`config.mk`:
```
export PLATFORM = sky130hd
export DESIGN_NAME = niu_iter_alu
export DESIGN_NICKNAME = d
export VERILOG_FILES = /design/src/rtl/niu_alu_pkg.sv /design/src/rtl/niu_alu_comb.sv /design/src/rtl/niu_iter_alu.sv
export SDC_FILE = /design/constraint.sdc
export NUM_CORES = 1
export LEC_CHECK = 0
export CAP_MARGIN = 0
export CORE_MARGIN = 2
export CORE_UTILIZATION = 53
export CTS_CLUSTER_SIZE = 8
export DETAILED_ROUTE_END_ITERATION = 6
export PLACE_DENSITY = 0.72
export SLEW_MARGIN = 20
export SYNTH_ARGS = -nofsm -noshare
export SYNTH_HDL_FRONTEND = slang
export SYNTH_HIERARCHICAL = 1
export SYNTH_SLANG_ARGS = --single-unit
export TNS_END_PERCENT = 100
```
`constraint.sdc`:
```
create_clock -name clk -period 6.5 [get_ports clk]
set_input_delay 1.95 -clock clk [delete_from_list [all_inputs] [get_ports clk]]
set_output_delay 1.95 -clock clk [all_outputs]
set_load 0.05 [all_outputs]
```
`src/rtl/niu_alu_pkg.sv`:
```
// Shared definitions for the Niu32 ALU: secondary-opcode function codes and control FSM states.
package niu_alu_pkg;

    localparam logic [4:0] OP2_SUB = 5'b00000;
    localparam logic [4:0] OP2_ADD = 5'b00001;
    localparam logic [4:0] OP2_MLT = 5'b00010;
    localparam logic [4:0] OP2_DIV = 5'b00011;
    localparam logic [4:0] OP2_NOT = 5'b00100;
    localparam logic [4:0] OP2_AND = 5'b00101;
    localparam logic [4:0] OP2_OR  = 5'b00110;
    localparam logic [4:0] OP2_XOR = 5'b00111;
    localparam logic [4:0] OP2_SUL = 5'b01000;
    localparam logic [4:0] OP2_SSL = 5'b01001;
    localparam logic [4:0] OP2_SUR = 5'b01010;
    localparam logic [4:0] OP2_SSR = 5'b01011;
    localparam logic [4:0] OP2_EQ  = 5'b10000;
    localparam logic [4:0] OP2_NEQ = 5'b10001;
    localparam logic [4:0] OP2_LT  = 5'b10010;
    localparam logic [4:0] OP2_LEQ = 5'b10011;

    typedef enum logic [2:0] {
        ST_IDLE,
        ST_MUL,
        ST_DIV,
        ST_FIX,
        ST_DONE
    } alu_state_e;

endpackage

```
`src/rtl/niu_alu_comb.sv`:
```
// Single-cycle ALU ops (add/sub, logic, shifts, signed compares); purely combinational.
// Undefined function codes produce zero.
module niu_alu_comb
    import niu_alu_pkg::*;
#(
    parameter int WIDTH   = 32,
    parameter int OP_BITS = 5
) (
    input  logic [OP_BITS-1:0] func,
    input  logic [WIDTH-1:0]   a,
    input  logic [WIDTH-1:0]   b,
    output logic [WIDTH-1:0]   y
);

    localparam int SHW = $clog2(WIDTH);

    logic [SHW-1:0] shamt;
    assign shamt = b[SHW-1:0];

    always_comb begin
        y = '0;
        case (func)
            OP2_SUB:          y = a - b;
            OP2_ADD:          y = a + b;
            OP2_NOT:          y = ~a;
            OP2_AND:          y = a & b;
            OP2_OR:           y = a | b;
            OP2_XOR:          y = a ^ b;
            OP2_SUL, OP2_SSL: y = a << shamt;
            OP2_SUR:          y = a >> shamt;
            OP2_SSR:          y = $signed(a) >>> shamt;
            OP2_EQ:           y = {{(WIDTH-1){1'b0}}, a == b};
            OP2_NEQ:          y = {{(WIDTH-1){1'b0}}, a != b};
            OP2_LT:           y = {{(WIDTH-1){1'b0}}, $signed(a) <  $signed(b)};
            OP2_LEQ:          y = {{(WIDTH-1){1'b0}}, $signed(a) <= $signed(b)};
            default:          y = '0;
        endcase
    end

endmodule

```
`src/rtl/niu_iter_alu.sv`:
```
// Multicycle ALU: single-cycle ops and divide-by-zero complete in 1 cycle, MLT/DIV in WIDTH+2.
// No queueing: start is taken only in IDLE/DONE and is ignored while busy.
module niu_iter_alu
    import niu_alu_pkg::*;
#(
    parameter int WIDTH   = 32,
    parameter int OP_BITS = 5
) (
    input  logic               clk,
    input  logic               reset,
    input  logic               start,
    input  logic [OP_BITS-1:0] func,
    input  logic [WIDTH-1:0]   a,
    input  logic [WIDTH-1:0]   b,
    output logic               busy,
    output logic               done,
    output logic [WIDTH-1:0]   result,
    output logic               dbz
);

    localparam int              CW   = $clog2(WIDTH) + 1;
    localparam logic [CW-1:0]   LAST = CW'(WIDTH - 1);

    alu_state_e        state_q, state_d;
    logic [CW-1:0]     cnt_q, cnt_d;
    logic [WIDTH-1:0]  p_q, p_d;     // MUL accumulator / DIV partial remainder
    logic [WIDTH-1:0]  x_q, x_d;     // MUL multiplicand / DIV divisor magnitude
    logic [WIDTH-1:0]  y_q, y_d;     // MUL multiplier / DIV dividend shifting into quotient
    logic              neg_q, neg_d;
    logic              is_div_q, is_div_d;
    logic [WIDTH-1:0]  result_q, result_d;
    logic              dbz_q, dbz_d;
    logic              done_q, done_d;
    logic              busy_q, busy_d;

    logic [WIDTH-1:0]  comb_res;
    logic [WIDTH-1:0]  a_mag, b_mag;
    logic [WIDTH:0]    rem_sh, trial;

    niu_alu_comb #(.WIDTH(WIDTH), .OP_BITS(OP_BITS)) u_comb (
        .func (func),
        .a    (a),
        .b    (b),
        .y    (comb_res)
    );

    assign a_mag = a[WIDTH-1] ? -a : a;
    assign b_mag = b[WIDTH-1] ? -b : b;

    always_ff @(posedge clk or posedge reset) begin
        if (reset) begin
            state_q  <= ST_IDLE;
            cnt_q    <= '0;
            p_q      <= '0;
            x_q      <= '0;
            y_q      <= '0;
            neg_q    <= 1'b0;
            is_div_q <= 1'b0;
            result_q <= '0;
            dbz_q    <= 1'b0;
            done_q   <= 1'b0;
            busy_q   <= 1'b0;
        end else begin
            state_q  <= state_d;
            cnt_q    <= cnt_d;
            p_q      <= p_d;
            x_q      <= x_d;
            y_q      <= y_d;
            neg_q    <= neg_d;
            is_div_q <= is_div_d;
            result_q <= result_d;
            dbz_q    <= dbz_d;
            done_q   <= done_d;
            busy_q   <= busy_d;
        end
    end

    always_comb begin
        state_d  = state_q;
        cnt_d    = cnt_q;
        p_d      = p_q;
        x_d      = x_q;
        y_d      = y_q;
        neg_d    = neg_q;
        is_div_d = is_div_q;
        result_d = result_q;
        dbz_d    = dbz_q;
        rem_sh   = {p_q, y_q[WIDTH-1]};
        trial    = rem_sh - {1'b0, x_q};
        case (state_q)
            ST_IDLE, ST_DONE: begin
                state_d = ST_IDLE;
                if (start) begin
                    cnt_d = '0;
                    p_d   = '0;
                    neg_d = a[WIDTH-1] ^ b[WIDTH-1];
                    if (func == OP2_MLT) begin
                        state_d  = ST_MUL;
                        x_d      = a;
                        y_d      = b;
                        is_div_d = 1'b0;
                    end else if (func == OP2_DIV && b == '0) begin
                        state_d  = ST_DONE;
                        result_d = '1;
                        dbz_d    = 1'b1;
                    end else if (func == OP2_DIV) begin
                        state_d  = ST_DIV;
                        x_d      = b_mag;
                        y_d      = a_mag;
                        is_div_d = 1'b1;
                    end else begin
                        state_d  = ST_DONE;
                        result_d = comb_res;
                        dbz_d    = 1'b0;
                    end
                end
            end
            ST_MUL: begin
                p_d   = p_q + (y_q[0] ? x_q : '0);
                x_d   = x_q << 1;
                y_d   = y_q >> 1;
                cnt_d = cnt_q + 1'b1;
                if (cnt_q == LAST) state_d = ST_FIX;
            end
            ST_DIV: begin
                // Restoring step: keep the subtraction only if it did not go negative.
                if (!trial[WIDTH]) begin
                    p_d = trial[WIDTH-1:0];
                    y_d = {y_q[WIDTH-2:0], 1'b1};
                end else begin
                    p_d = rem_sh[WIDTH-1:0];
                    y_d = {y_q[WIDTH-2:0], 1'b0};
                end
                cnt_d = cnt_q + 1'b1;
                if (cnt_q == LAST) state_d = ST_FIX;
            end
            ST_FIX: begin
                result_d = is_div_q ? (neg_q ? -y_q : y_q) : p_q;
                dbz_d    = 1'b0;
                state_d  = ST_DONE;
            end
            default: state_d = ST_IDLE;
        endcase
    end

    always_comb begin
        busy_d = (state_d == ST_MUL) || (state_d == ST_DIV) || (state_d == ST_FIX);
        done_d = (state_d == ST_DONE);
    end

    assign busy   = busy_q;
    assign done   = done_q;
    assign result = result_q;
    assign dbz    = dbz_q;

endmodule

```
==> flow_metrics.py <==
metrics = {
    "run_status": {
        "status": "finished with violations",
        "violations": "design-rule violations",
    },
    "finish": {
        "final_layout_size_suffix_gt1_frac": 0.07342,
        "final_cell_mix": "nor2_1, a21oi_1, nand2_1, o21ai_0, ha_1",
        "utilization": 0.5926,
        "area_delta_synth_final_pct": 9.965,
        "stdcell_count": 3512,
        "fill_cells": 3780,
        "final_common_cell": "nor2_1",
        "fin_nets": 3211,
    },
    "timing": {
        "final-setup-viol-count": 0,
        "tightestPinTransition_ns": 1.131,
        "clock_skew_ns": 0.01268,
        "slew_headroom": 0.2378,
        "rsz0062_at_grt": "false",
        "maxSlewViolCount": 0,
        "hold_viol_final": 0,
        "final.setup.worst_slack_ns": 0.3272,
        "period_minus_slack_ns": 6.173,
        "fin_tns_setup_ns": 0,
        "clock.fmax_mhz": 162.0,
        "fin_crit_sh": 0.9497,
    },
    "yosys": {
        "synth_top_area_cell": "dfrtp_1",
        "avgSynthCellArea_um2": 7.215,
        "seq_area_frac_synth": 0.1652,
        "yosysUniqueCellTypes": 97,
        "syn-num-nets": 3221,
        "synth_edf_count": 0,
        "ys.flop_type": "dfrtp_1",
        "ys_ff_latch": 142,
        "syn_inst": 2981,
        "yosysTopAreaCellShare": 0.1652,
        "yosys-top-cells-area": "dfrtp_1, ha_1, nor2_1, a21oi_1, o21ai_0",
        "ys_warn_count": 6,
        "synth_area_mm2": 0.02151,
        "ys_async_sr_fraction": 1.000,
    },
    "cts": {
        "clk_latency_ns": 0.46,
        "hold_buffers": 0,
        "cts_buffers": 17,
        "clkSinkCount": 142,
        "post-cts-setup-buffers": 0,
        "cts_root_buf": "clkbuf_16",
        "ctsHtreeMaxLevel": 4,
        "cts_resized": 0,
        "cts_tree": "built",
        "path_clk_slew_ns": 0.06,
        "cts.path.max_buffers": 2,
    },
    "worst_hold_path": {
        "hold_path_startpoint": "result[12]$_DFFE_PP0P_",
        "hold_end": "result[12]$_DFFE_PP0P_",
        "worstHoldPathType": "flip-flop to flip-flop",
        "hold_depth": 2,
    },
    "setup_path": {
        "cp.required_ns": 6.81,
        "crit_arrival_ns": 6.49,
        "start_kind": "input pin",
        "timing.rr.end": "p_q[30]$_DFFE_PP0P_",
        "critPathBufInv": 3,
        "path_cells": "clkdlybuf4s50_1 -> inv_1 -> ha_1 -> inv_1 -> nand2_1 -> or2_1 -> nor4_1 -> nand4_1 -> xnor2_1 -> o2111ai_1 -> nand4_1 -> o32ai_1 -> o21ai_0",
        "critPathKind": "input pin to flip-flop",
        "cp_slowest_cell": "clkdlybuf4s50_1",
        "cp_top_family": "simple AND/OR/NAND/NOR gates",
        "reg2reg_slack_ns": 2.13,
        "critPathMaxFanout": 8,
        "r2r-start": "y_q[0]$_DFFE_PP0P_",
        "slowest_delay_ns": 0.82,
        "endpoint_kind": "flip-flop",
        "ff2ff_path_depth": 13,
    },
    "place": {
        "dp_slack_ns": 0.2224,
        "dp.cells": 3477,
        "globalplace.congestion": 1.130,
        "hpwl_um": 69860,
        "port_buffers": 106,
    },
    "floorplan": {
        "die_width_um": 205.5,
        "num_rows": 73,
        "die-area_mm2": 0.04221,
        "start_util": 0.5389,
        "core_area_mm2": 0.03991,
        "ioPinCount": 107,
        "fp.dieH_um": 205.5,
    },
    "routing": {
        "drt_iter0_drc": 3726,
        "routedWlPerCell_um": 26.54,
        "route.vias.total": 24828,
        "drt-total-wl_um": 93200,
        "first_pass_iters": 7,
        "postRouteAntennaNets": 0,
        "viasPerCell": 7.069,
        "post-route-drc-count": 13,
    },
    "grt": {
        "grt_overflow": 0,
        "antenna_found_initial": 4,
        "grt_pass1_wl_um": 139200,
        "track_usage": 0.4348,
        "grt_pass1_vias": 23345,
        "grt_start_max_net_pins": 117,
    },
    "power_and_ir_drop": {
        "powerDensity_mw_per_mm2": 175.2,
        "peakVddDrop_mv": 0.2057,
        "leakage_nw": 9.939,
    },
    "flow_run": {
        "drv_cap": 0,
    },
}
-- cells by family after synthesis --
| kind of cell | Yosys count | share of synthesized area |
|---|---|---|
| adders and majority gates | 168 | 0.09913 |
| buffers and inverters | 380 | 0.06969 |
| AOI/OAI and AO/OA | 1107 | 0.3375 |
| xor gates and xnor gates | 166 | 0.06760 |
| and+or+nand+nor | 900 | 0.1895 |
| muxes | 118 | 0.07144 |
| DFF | 142 | 0.1652 |
-- through the flow --
step                      instance area, µm²  hold WS (ns)  total power, mW
final                                  23650        0.4820            4.143
after global routing                   23650        0.5074            4.315
after CTS                              23640        0.4837            4.054
after detailed placement               23020        0.4688            2.990
after global placement                 23020        0.4687            2.962
after floorplan                        21510        0.4520            2.379
-- area by class of cell --
cell class                 count  area (µm²)  share of cell area
multi-input combinational   2459       16510              0.6982
sequential                   142        3555              0.1503
timing repair buffer         191        1689             0.07142
tap                          525       656.9             0.02777
inverter                     160       605.6             0.02560
clock buffer                  20       456.7             0.01931
clock inverter                11       165.2            0.006983
antenna                        4       10.01           0.0004232
-- synthesized netlist by cell type, types with 21 or more instances --
| cell | number |
|---|---|
| a211oi_1 | 118 |
| a21o_1 | 36 |
| a21oi_1 | 281 |
| a221oi_1 | 24 |
| a22oi_1 | 27 |
| a31oi_1 | 36 |
| buf_2 | 36 |
| clkbuf_1 | 163 |
| dfrtp_1 | 142 |
| ha_1 | 164 |
| inv_1 | 155 |
| mux2i_1 | 77 |
| mux4_2 | 27 |
| nand2_1 | 250 |
| nand2b_1 | 27 |
| nand3_1 | 33 |
| nor2_1 | 377 |
| nor2b_1 | 32 |
| nor3_1 | 35 |
| o211ai_1 | 65 |
| o21ai_0 | 235 |
| o221ai_1 | 21 |
| o22ai_1 | 36 |
| o31ai_1 | 37 |
| o32ai_1 | 21 |
| or3_1 | 23 |
| xnor2_1 | 76 |
| xor2_1 | 90 |
-- flip-flops by register name (all words and copies together), names as in the netlist, 3 cells and up --
signal and count:
p_q 32, result 32, x_q 32, y_q 32
cnt_q 6, state_q 3
-- where the power goes --
group          switching, mW  leakage (nW)  total [mW]  internal [mW]
logic                   1.24          7.80        1.93          0.689
registers              0.151          1.84        1.14          0.990
clock network          0.412         0.306        1.07          0.658
total                   1.81          9.94        4.14           2.34
-- tightest hold or removal path, cell delays in order, from the launching register on --
cell	delay (ns)
dfrtp_1	0.34
nand2_1	0.06
nand2_1	0.06
-- worst max-delay path by stage --
stage / from / endpoint / cells after the start
3_3_place_gp: b[19] / result[0]$_DFFE_PP0P_ / 13
6_report: b[19] / result[0]$_DFFE_PP0P_ / 13
2_1_floorplan: reset / busy$_DFF_PP0_ / 1
3_5_place_dp: b[19] / result[0]$_DFFE_PP0P_ / 13
5_1_grt: b[19] / result[0]$_DFFE_PP0P_ / 13
4_1_cts: b[19] / result[0]$_DFFE_PP0P_ / 13
-- per-layer routing --
metal,track usage,wire (µm),up-vias
met5,0,29,-
met4,0.2508,6222,2
met3,0.09123,10980,386
met2,0.6750,40460,1752
met1,0.5598,35500,11721
li1,-,-,10967
Power figures use the tool's default switching activity.
